$ cat src/rtl/spi_sram_target.sv
// spi_sram_target: SPI mode-0 serial-SRAM (READ/WRITE) target bridged to Wishbone.
// Define SPI_SRAM_TARGET_DUMMY_EN to insert an 8-clock dummy byte before read data.
module spi_sram_target #(
  parameter int SYNC_STAGES = 2
) (
  input  logic        clk_i,
  input  logic        rst_ni,
  input  logic        sck,
  input  logic        mosi,
  input  logic        cs_n,
  output logic        miso,
  output logic        miso_oe,
  output logic        cyc_o,
  output logic        stb_o,
  output logic        we_o,
  output logic [23:0] adr_o,
  output logic [7:0]  dat_o,
  input  logic [7:0]  dat_i,
  input  logic        ack_i,
  output logic        err_o
);
  typedef enum logic [2:0] {
    IDLE, CMD, ADDR, WDATA, RDATA, DUMMY, IGNORE
  } state_t;

  logic [SYNC_STAGES-1:0] sck_q, mosi_q, cs_q;
  logic sck_d, cs_d;
  logic sck_s, mosi_s, cs_s;
  logic rise, fall, cs_fall;

  assign sck_s   = sck_q[SYNC_STAGES-1];
  assign mosi_s  = mosi_q[SYNC_STAGES-1];
  assign cs_s    = cs_q[SYNC_STAGES-1];
  assign rise    = sck_s & ~sck_d;
  assign fall    = ~sck_s & sck_d;
  assign cs_fall = cs_d & ~cs_s;

  always_ff @(posedge clk_i or negedge rst_ni) begin
    if (!rst_ni) begin
      sck_q  <= '0;
      mosi_q <= '0;
      cs_q   <= '1;
      sck_d  <= 1'b0;
      cs_d   <= 1'b1;
    end else begin
      sck_q  <= {sck_q[SYNC_STAGES-2:0], sck};
      mosi_q <= {mosi_q[SYNC_STAGES-2:0], mosi};
      cs_q   <= {cs_q[SYNC_STAGES-2:0], cs_n};
      sck_d  <= sck_s;
      cs_d   <= cs_s;
    end
  end

  state_t      state;
  logic [4:0]  bitcnt;
  logic [6:0]  sr;
  logic [6:0]  tx;
  logic [23:0] addr;
  logic [7:0]  hold;
  logic        hold_vld;
  logic        rd_op;
  logic        rd_pend;
  logic        rd_drop;
  logic [7:0]  rx_byte;
  logic        ack_rd;
  logic        avail;
  logic [7:0]  next_tx;

  assign rx_byte = {sr, mosi_s};
  // read data acked this very clock is used directly at a byte start
  assign ack_rd  = cyc_o & ack_i & ~we_o & ~rd_drop;
  assign avail   = hold_vld | ack_rd;
  assign next_tx = hold_vld ? hold : (ack_rd ? dat_i : 8'h00);

  always_ff @(posedge clk_i or negedge rst_ni) begin
    if (!rst_ni) begin
      state    <= IDLE;
      bitcnt   <= '0;
      sr       <= '0;
      tx       <= '0;
      addr     <= '0;
      hold     <= '0;
      hold_vld <= 1'b0;
      rd_op    <= 1'b0;
      rd_pend  <= 1'b0;
      rd_drop  <= 1'b0;
      miso     <= 1'b0;
      miso_oe  <= 1'b0;
      cyc_o    <= 1'b0;
      stb_o    <= 1'b0;
      we_o     <= 1'b0;
      adr_o    <= '0;
      dat_o    <= '0;
      err_o    <= 1'b0;
    end else begin
      err_o   <= 1'b0;
      miso_oe <= ~cs_s & ((state == RDATA) | (state == DUMMY));
      if (cyc_o && ack_i) begin
        cyc_o   <= 1'b0;
        stb_o   <= 1'b0;
        rd_drop <= 1'b0;
        if (!we_o && !rd_drop &&
            (state == RDATA || state == DUMMY)) begin
          hold     <= dat_i;
          hold_vld <= 1'b1;
        end
      end
      if (rd_pend && !cyc_o && !cs_s && state == RDATA) begin
        cyc_o   <= 1'b1;
        stb_o   <= 1'b1;
        we_o    <= 1'b0;
        adr_o   <= addr;
        rd_pend <= 1'b0;
      end
      if (cs_s) begin
        state    <= IDLE;
        bitcnt   <= '0;
        miso     <= 1'b0;
        hold_vld <= 1'b0;
        rd_pend  <= 1'b0;
      end else begin
        unique case (state)
          IDLE: if (cs_fall && !cyc_o) begin
            state  <= CMD;
            bitcnt <= '0;
          end
          CMD: if (rise) begin
            sr     <= rx_byte[6:0];
            bitcnt <= bitcnt + 5'd1;
            if (bitcnt == 5'd7) begin
              bitcnt <= '0;
              rd_op  <= (rx_byte == 8'h03);
              if (rx_byte == 8'h02 || rx_byte == 8'h03)
                state <= ADDR;
              else
                state <= IGNORE;
            end
          end
          ADDR: if (rise) begin
            addr   <= {addr[22:0], mosi_s};
            bitcnt <= bitcnt + 5'd1;
            if (bitcnt == 5'd23) begin
              bitcnt <= '0;
              if (!rd_op) begin
                state <= WDATA;
              end else begin
                cyc_o <= 1'b1;
                stb_o <= 1'b1;
                we_o  <= 1'b0;
                adr_o <= {addr[22:0], mosi_s};
`ifdef SPI_SRAM_TARGET_DUMMY_EN
                state <= DUMMY;
`else
                state <= RDATA;
`endif
              end
            end
          end
          WDATA: if (rise) begin
            sr     <= rx_byte[6:0];
            bitcnt <= bitcnt + 5'd1;
            if (bitcnt == 5'd7) begin
              bitcnt <= '0;
              addr   <= addr + 24'd1;
              if (cyc_o) begin
                err_o <= 1'b1;
              end else begin
                cyc_o <= 1'b1;
                stb_o <= 1'b1;
                we_o  <= 1'b1;
                adr_o <= addr;
                dat_o <= rx_byte;
              end
            end
          end
          RDATA: if (fall) begin
            bitcnt <= (bitcnt == 5'd7) ? 5'd0 : bitcnt + 5'd1;
            if (bitcnt == 5'd0) begin
              tx       <= next_tx[6:0];
              miso     <= next_tx[7];
              err_o    <= ~avail;
              hold_vld <= 1'b0;
              addr     <= addr + 24'd1;
              if (cyc_o) begin
                rd_pend <= 1'b1;
                // a late read must not land in the following byte
                if (!ack_i) rd_drop <= 1'b1;
              end else begin
                cyc_o <= 1'b1;
                stb_o <= 1'b1;
                we_o  <= 1'b0;
                adr_o <= addr + 24'd1;
              end
            end else begin
              tx   <= {tx[5:0], 1'b0};
              miso <= tx[6];
            end
          end
`ifdef SPI_SRAM_TARGET_DUMMY_EN
          DUMMY: if (rise) begin
            bitcnt <= bitcnt + 5'd1;
            if (bitcnt == 5'd7) begin
              bitcnt <= '0;
              state  <= RDATA;
            end
          end
`endif
          default: ;
        endcase
      end
    end
  end
endmodule

$ cat config.mk
export PLATFORM = sky130hd
export DESIGN_NAME = spi_sram_target
export DESIGN_NICKNAME = d
export VERILOG_FILES = /design/src/rtl/spi_sram_target.sv
export SDC_FILE = /design/constraint.sdc
export NUM_CORES = 1
export LEC_CHECK = 0
export CORE_MARGIN = 2
export CORE_UTILIZATION = 40
export CTS_CLUSTER_SIZE = 8
export DETAILED_ROUTE_END_ITERATION = 8
export SYNTH_ARGS = -nofsm -noshare
export SYNTH_HDL_FRONTEND = slang
export SYNTH_SLANG_ARGS = --single-unit
$ cat constraint.sdc
create_clock -name clk_i -period 4.79 [get_ports clk_i]
set_input_delay 0.479 -clock clk_i [delete_from_list [all_inputs] [get_ports clk_i]]
set_output_delay 0.479 -clock clk_i [all_outputs]
set_load 0.01 [all_outputs]
==> results of run 1 <==
-- critical path, delay by kind of cell, from the launching register on --
| kind | cells | cell delay (ns) |
|---|---|---|
| AOI/OAI and AO/OA | 4 | 2.07 |
| DFF | 1 | 0.77 |
| and+or+nand+nor | 1 | 0.59 |
-- cell families after synthesis --
kind of cell / after synthesis / share of synthesized area
compound gates: 220 / 0.2352
mux: 44 / 0.07441
flops: 104 / 0.4079
fa+ha+maj: 3 / 0.005875
xor+xnor: 10 / 0.01371
buf+inv: 83 / 0.06129
simple gates: 233 / 0.2017
-- sequential cells by signal (all words and copies together) (netlist names), 2 cells and up, named ones only --
register  cells
state         3
sr            7
sck_q         2
dat_o         8
bitcnt        5
hold          8
mosi_q        2
addr         24
tx            7
adr_o        24
cs_q          2
-- cell usage after synthesis (all sizes together) (6+ instances only) --
cell type  instances  share of area
nand3             24          0.019
inv               13         0.0076
nand4             19          0.019
a21boi             8         0.0094
and2               6         0.0059
mux2i             16          0.025
buf               35          0.033
o21a               6         0.0070
mux2              28          0.049
nor4               9          0.017
nor2              22          0.016
dfrtp            101           0.40
a21o               6         0.0070
clkbuf            35          0.021
xnor2              8          0.011
o211ai            19          0.022
and3               8         0.0078
a31oi             15          0.015
a21oi             44          0.035
nand2             81          0.048
o21ai             45          0.035
o22ai             15          0.015
or3                6         0.0059
nor3              20          0.016
nand2b             8         0.0078
o31ai              7          0.010
-- layout make-up --
class / count / area [um2] / area share
clock buffers: 11 / 242.7 / 0.03375
multi-input cells: 510 / 3392 / 0.4716
clock inverters: 5 / 65.06 / 0.009045
well taps: 216 / 270.3 / 0.03757
repair buffers: 59 / 568.0 / 0.07897
inverters: 13 / 48.80 / 0.006784
flip-flops and latches: 104 / 2606 / 0.3623
-- power by group --
part           leakage (nW)  total, mW  internal (mW)  switching [mW]
combinational          1.29      0.675          0.286           0.389
clock                 0.150      0.773          0.425           0.348
sequential             1.38       1.24           1.01           0.232
total                  2.82       2.69           1.72           0.969
-- final timing paths --
path,from,end,slack [ns],cells after the start
worst min-delay path,rst_ni,tx[4]$_DFFE_PN0P_,0.13,1
worst min register to register,sck_q[0]$_DFF_PN0_,sck_q[1]$_DFF_PN0_,0.34,0
min in group clk_i,sck_q[0]$_DFF_PN0_,sck_q[1]$_DFF_PN0_,0.34,0
max in group asynchronous,rst_ni,state[2]$_DFFE_PN0P_,3.49,2
worst max-delay path,state[1]$_DFFE_PN0P_,addr[10]$_DFFE_PN0P_,1.24,5
worst max register to register,state[1]$_DFFE_PN0P_,addr[10]$_DFFE_PN0P_,1.24,5
-- per-layer routing --
metal,global-route usage,vias up,routed length [um]
met3,0.02606,18,909
li1,-,2609,-
met1,0.3175,2744,8315
met2,0.3286,177,8009
met4,0.07196,0,301
met5,0,-,0
==> out/metrics.csv, run 1 <==
metric,value,unit
Final Setup Violations,0,
Total Routing Usage GR,0.2148,
"Cell Area, Placed",6885,um2
Gate Count Post-Synth,697,
overall power,2.686,mW
total setup buffers inserted after CTS,0,
synthesis-to-finish area growth,12.57,%
fin crit share,0.7401,
Async SR Flop Fraction,1.000,
DPL Wire Length,11.74,mm
full die area,17000,um2
Initial Util,0.4052,
DR vias,5548,
Synth Flop Type,dfrtp_1,
WL/cell,19.10,um
"most common cell after layout, fill and taps aside",dfrtp_1,
DRC viols,0,
CTS buffer count,9,
final instance area,7193,um2
Hold Crit Class,in2async,
final worst slack,1.245,ns
num rows,46,
worst endpoint required time,5.05,ns
nets@finish,714,
status,"complete, no violations",
Inst Count DP,902,
vias in the first global route,5253,
Post-synth EDFFs,0,
Post-DRT Antenna Nets,0,
Pre-Repair DR Iteration Count,5,
H-Tree Depth,3,
final cell count without fillers,918,
Max VDD drop,192.5,uV
initial DRC count,528,
"commonest cells after routing, fill and taps aside","dfrtp_1, nand2_1, clkdlybuf4s50_1, o21ai_0, a21oi_1",
Mapped Nets,714,
largest net degree at the start of global routing,57,
Yosys reg bits,104,
pre-CTS setup slack,1.362,ns
Post-Syn Area,6390,um2
Ys Warns,0,
"Clk Latency, worst-skew pair",0.37,ns
Worst Setup End Kind,flip-flop,
number of port buffers,51,
share of cells above drive strength 1,0.1111,
Routed WL,17.54,mm
Slew headroom,0.1005,
clk buf depth,2,
fin. max-slew vios,0,
# hold bufs at CTS,0,
max incr delay on CP,1.08,ns
Fin. Hold Viols,0,
Worst Path Arrival,3.81,ns
die width,130.4,um
startpoint types,flip-flop,
hold slack,0.1335,ns
CTS sink count,104,
Layout Skew,0.009852,ns
CTS tree,built,
first-pass GRT wire length,28.39,mm
initial antenna violation count,0,
"Critical Path, Cell by Cell","nor2b_1, o21bai_2, a211oi_4, a21oi_1, a311oi_1",
unrepaired setup endpoints after global routing,no,
clk slew on worst S/H paths,0.08,ns
Clock Tree Root,clkbuf_16,
Layout Utilization,0.4561,
Post-Route Setup TNS,0,ns
CP Class,reg2reg,
fin crit period,3.545,ns
"Slowest-stage cell, CP",a211oi_4,
Fillers,1520,
Power Dens Cells,373.5,nW/um2
MaxCap Viol Count,0,
die height,130.4,um
Diodes inserted,0,
Pleak,2.821,nW
I/O pin count,52,
Crit Path Max Fanout,27,
Core Box Area,15770,um2
routability congestion estimate,0.8814,
Unique masters post-synth,80,
syn_area_per_cell,9.168,um2
Worst Max-Slew Pin Slew,1.339,ns
FMAX,282.1,MHz
vias per std cell,6.044,
CTS resizes,0,
remaining global-route overflow,0,
register area share after synthesis,0.4079,
No activity file was read; power rests on OpenSTA's default activity.
==> run 2, diff against run 1 <==
==> constraint.sdc (replaced) <==
create_clock -name clk_i -period 2.9 [get_ports clk_i]
set_input_delay 0.29 -clock clk_i [delete_from_list [all_inputs] [get_ports clk_i]]
set_output_delay 0.29 -clock clk_i [all_outputs]
set_load 0.01 [all_outputs]
==> out/metrics.csv, run 2 (same netlist as run 1, synthesis figures left out) <==
metric,value,unit,change
met1 WL,8.409,mm,+1.1%
startpoint types,flip-flop,,
Power Dens Cells,615.8,nW/um2,+65%
Slew headroom,0.2825,,+0.1820
die height,130.4,um,unchanged
pre-CTS setup slack,0.4891,ns,-0.8730 ns
max incr delay on CP,0.64,ns,-0.44 ns
worst hold endpoint,cs_q[0]$_DFF_PN1_,,
fin crit share,0.8667,,+0.1266
Fin. Hold Viols,0,,unchanged
status,"complete, no violations",,
min-delay src,cs_n,,
unrepaired setup endpoints after global routing,no,,
Post-DRT Antenna Nets,0,,unchanged
DRC viols,0,,unchanged
Worst Setup End Kind,flip-flop,,
final worst slack,0.3865,ns,-0.8584 ns
full die area,17000,um2,unchanged
vias per std cell,6.057,,+0.22%
H-Tree Depth,3,,unchanged
Crit Path Max Fanout,12,,-56%
final instance area,7426,um2,+3.2%
"Slowest-stage cell, CP",or4b_1,,
MaxCap Viol Count,0,,unchanged
uppermost layer routed,met4,,
CTS tree,built,,
Hold Crit Class,in2reg,,
register-to-register setup slack,0.39,ns,-0.86 ns
Final Setup Violations,0,,unchanged
Fillers,1519,,-0.066%
FMAX,397.9,MHz,+41%
"most common cell after layout, fill and taps aside",dfrtp_1,,
worst endpoint required time,3.12,ns,-1.93 ns
CP Class,reg2reg,,
"Cell Area, Placed",7093,um2,+3.0%
die width,130.4,um,unchanged
largest net degree at the start of global routing,58,,+1.8%
met3 WL,1.041,mm,+15%
remaining global-route overflow,0,,unchanged
DPL Wire Length,12.45,mm,+6.1%
fin. max-slew vios,0,,unchanged
total setup buffers inserted after CTS,0,,unchanged
num rows,46,,unchanged
Hold Crit Depth,1,,
Pre-Repair DR Iteration Count,6,,+1
Post-Route Setup TNS,0,ns,unchanged
Clock Tree Root,clkbuf_16,,
vias in the first global route,5520,,+5.1%
"Critical Path, Cell by Cell","inv_1, ha_1, or4b_1, o31ai_4, nand2_2, a21oi_1, o221ai_1",,
met2 routed WL,8.222,mm,+2.7%
DR vias,5724,,+3.2%
I/O pin count,52,,unchanged
Layout Utilization,0.4709,,+0.01476
Total Routing Usage GR,0.2203,,+0.005532
top flop regs,"addr x24, adr_o x24",,
initial DRC count,477,,-9.7%
Worst R2R Start,bitcnt[0]$_DFFE_PN0P_,,
CTS sink count,104,,unchanged
Max VDD drop,302.3,uV,+57%
routability congestion estimate,0.9167,,+4.0%
FF-to-FF End,adr_o[2]$_DFF_PN0_,,
Worst Max-Slew Pin Slew,1.072,ns,-0.2670 ns
"Clk Latency, worst-skew pair",0.37,ns,about the same
clk slew on worst S/H paths,0.08,ns,about the same
Routed WL,18.10,mm,+3.2%
first-pass GRT wire length,29.10,mm,+2.5%
WL/cell,19.15,um,+0.24%
share of cells above drive strength 1,0.1440,,+0.03292
clk buf depth,2,,unchanged
Pleak,2.969,nW,+5.2%
worst reg2reg path depth,7,,+2
CTS buffer count,9,,unchanged
initial antenna violation count,0,,unchanged
Layout Skew,0.01026,ns,+0.0004077 ns
"commonest cells after routing, fill and taps aside","dfrtp_1, nand2_1, clkdlybuf4s50_1, o21ai_0, a21oi_1",,
nets@finish,741,,+3.8%
crit path buf inv count,1,,+1
Core Box Area,15770,um2,unchanged
Worst Path Arrival,2.74,ns,-1.07 ns
fin crit period,2.513,ns,-1.032 ns
number of port buffers,51,,unchanged
synthesis-to-finish area growth,16.21,%,
Diodes inserted,0,,unchanged
CTS resizes,0,,unchanged
"CP delay by family, top",simple AND/OR/NAND/NOR gates,,
Initial Util,0.4052,,unchanged
## run 2: cell types whose count changed in the layout (fill, tap and decap cells not counted)
cell / change
buf_12: +1
buf_4: +25
clkbuf_1: -1
clkbuf_8: -1
clkinv_4: -2
clkinv_8: +1
dlygate4sd3_1: +1
inv_8: +3
## run 2: what timing repair did
item	CTS	global route
endpoints found under the setup margin	0	0
hold endpoints to repair	47	0
hold buffers	1	0
## run 2: routing by layer
metal,global-route usage,vias up
li1,-,2667
met5,0,-
met1,0.3136,2842
met2,0.3446,191
met3,0.02647,24
met4,0.08824,0
## run 2: how the worst max path moves through the flow
| stage | start | end | slack, ns | depth (start not counted) |
|---|---|---|---|---|
| after floorplan | bitcnt[0]$_DFFE_PN0P_ | dat_o[0]$_DFFE_PN0P_ | 0.84 | 7 |
| after global placement | bitcnt[4]$_DFFE_PN0P_ | dat_o[4]$_DFFE_PN0P_ | 0.51 | 4 |
| after detailed placement | bitcnt[0]$_DFFE_PN0P_ | adr_o[18]$_DFF_PN0_ | 0.49 | 7 |
| after CTS | bitcnt[0]$_DFFE_PN0P_ | adr_o[2]$_DFF_PN0_ | 0.46 | 7 |
| after global routing | bitcnt[0]$_DFFE_PN0P_ | adr_o[2]$_DFF_PN0_ | 0.26 | 7 |
| final | bitcnt[0]$_DFFE_PN0P_ | adr_o[2]$_DFF_PN0_ | 0.39 | 7 |
## run 2: power breakdown
group / total [mW] / switching, mW / internal, mW
Clock: 1.33 / 0.632 / 0.700
Combinational: 1.23 / 0.699 / 0.527
Sequential: 2.01 / 0.352 / 1.66
## run 2: metrics by stage
stage | hold WS, ns | total power, mW | instances
2_1_floorplan | -0.005591 | 2.841 | 697
3_3_place_gp | 0.3325 | 3.207 | 928
3_5_place_dp | 0.3355 | 3.241 | 928
4_1_cts | 0.3117 | 4.578 | 945
5_1_grt | 0.3291 | 4.830 | 945
6_report | 0.3245 | 4.573 | 945
## run 2: cell type report
| cell class | count | area, um2 | area share |
|---|---|---|---|
| multi-input combinational | 510 | 3392 | 0.4568 |
| inverter | 13 | 48.80 | 0.006571 |
| clock buffer | 9 | 225.2 | 0.03033 |
| sequential | 104 | 2606 | 0.3510 |
| tap | 216 | 270.3 | 0.03639 |
| clock inverter | 7 | 97.59 | 0.01314 |
| timing repair buffer | 86 | 785.8 | 0.1058 |
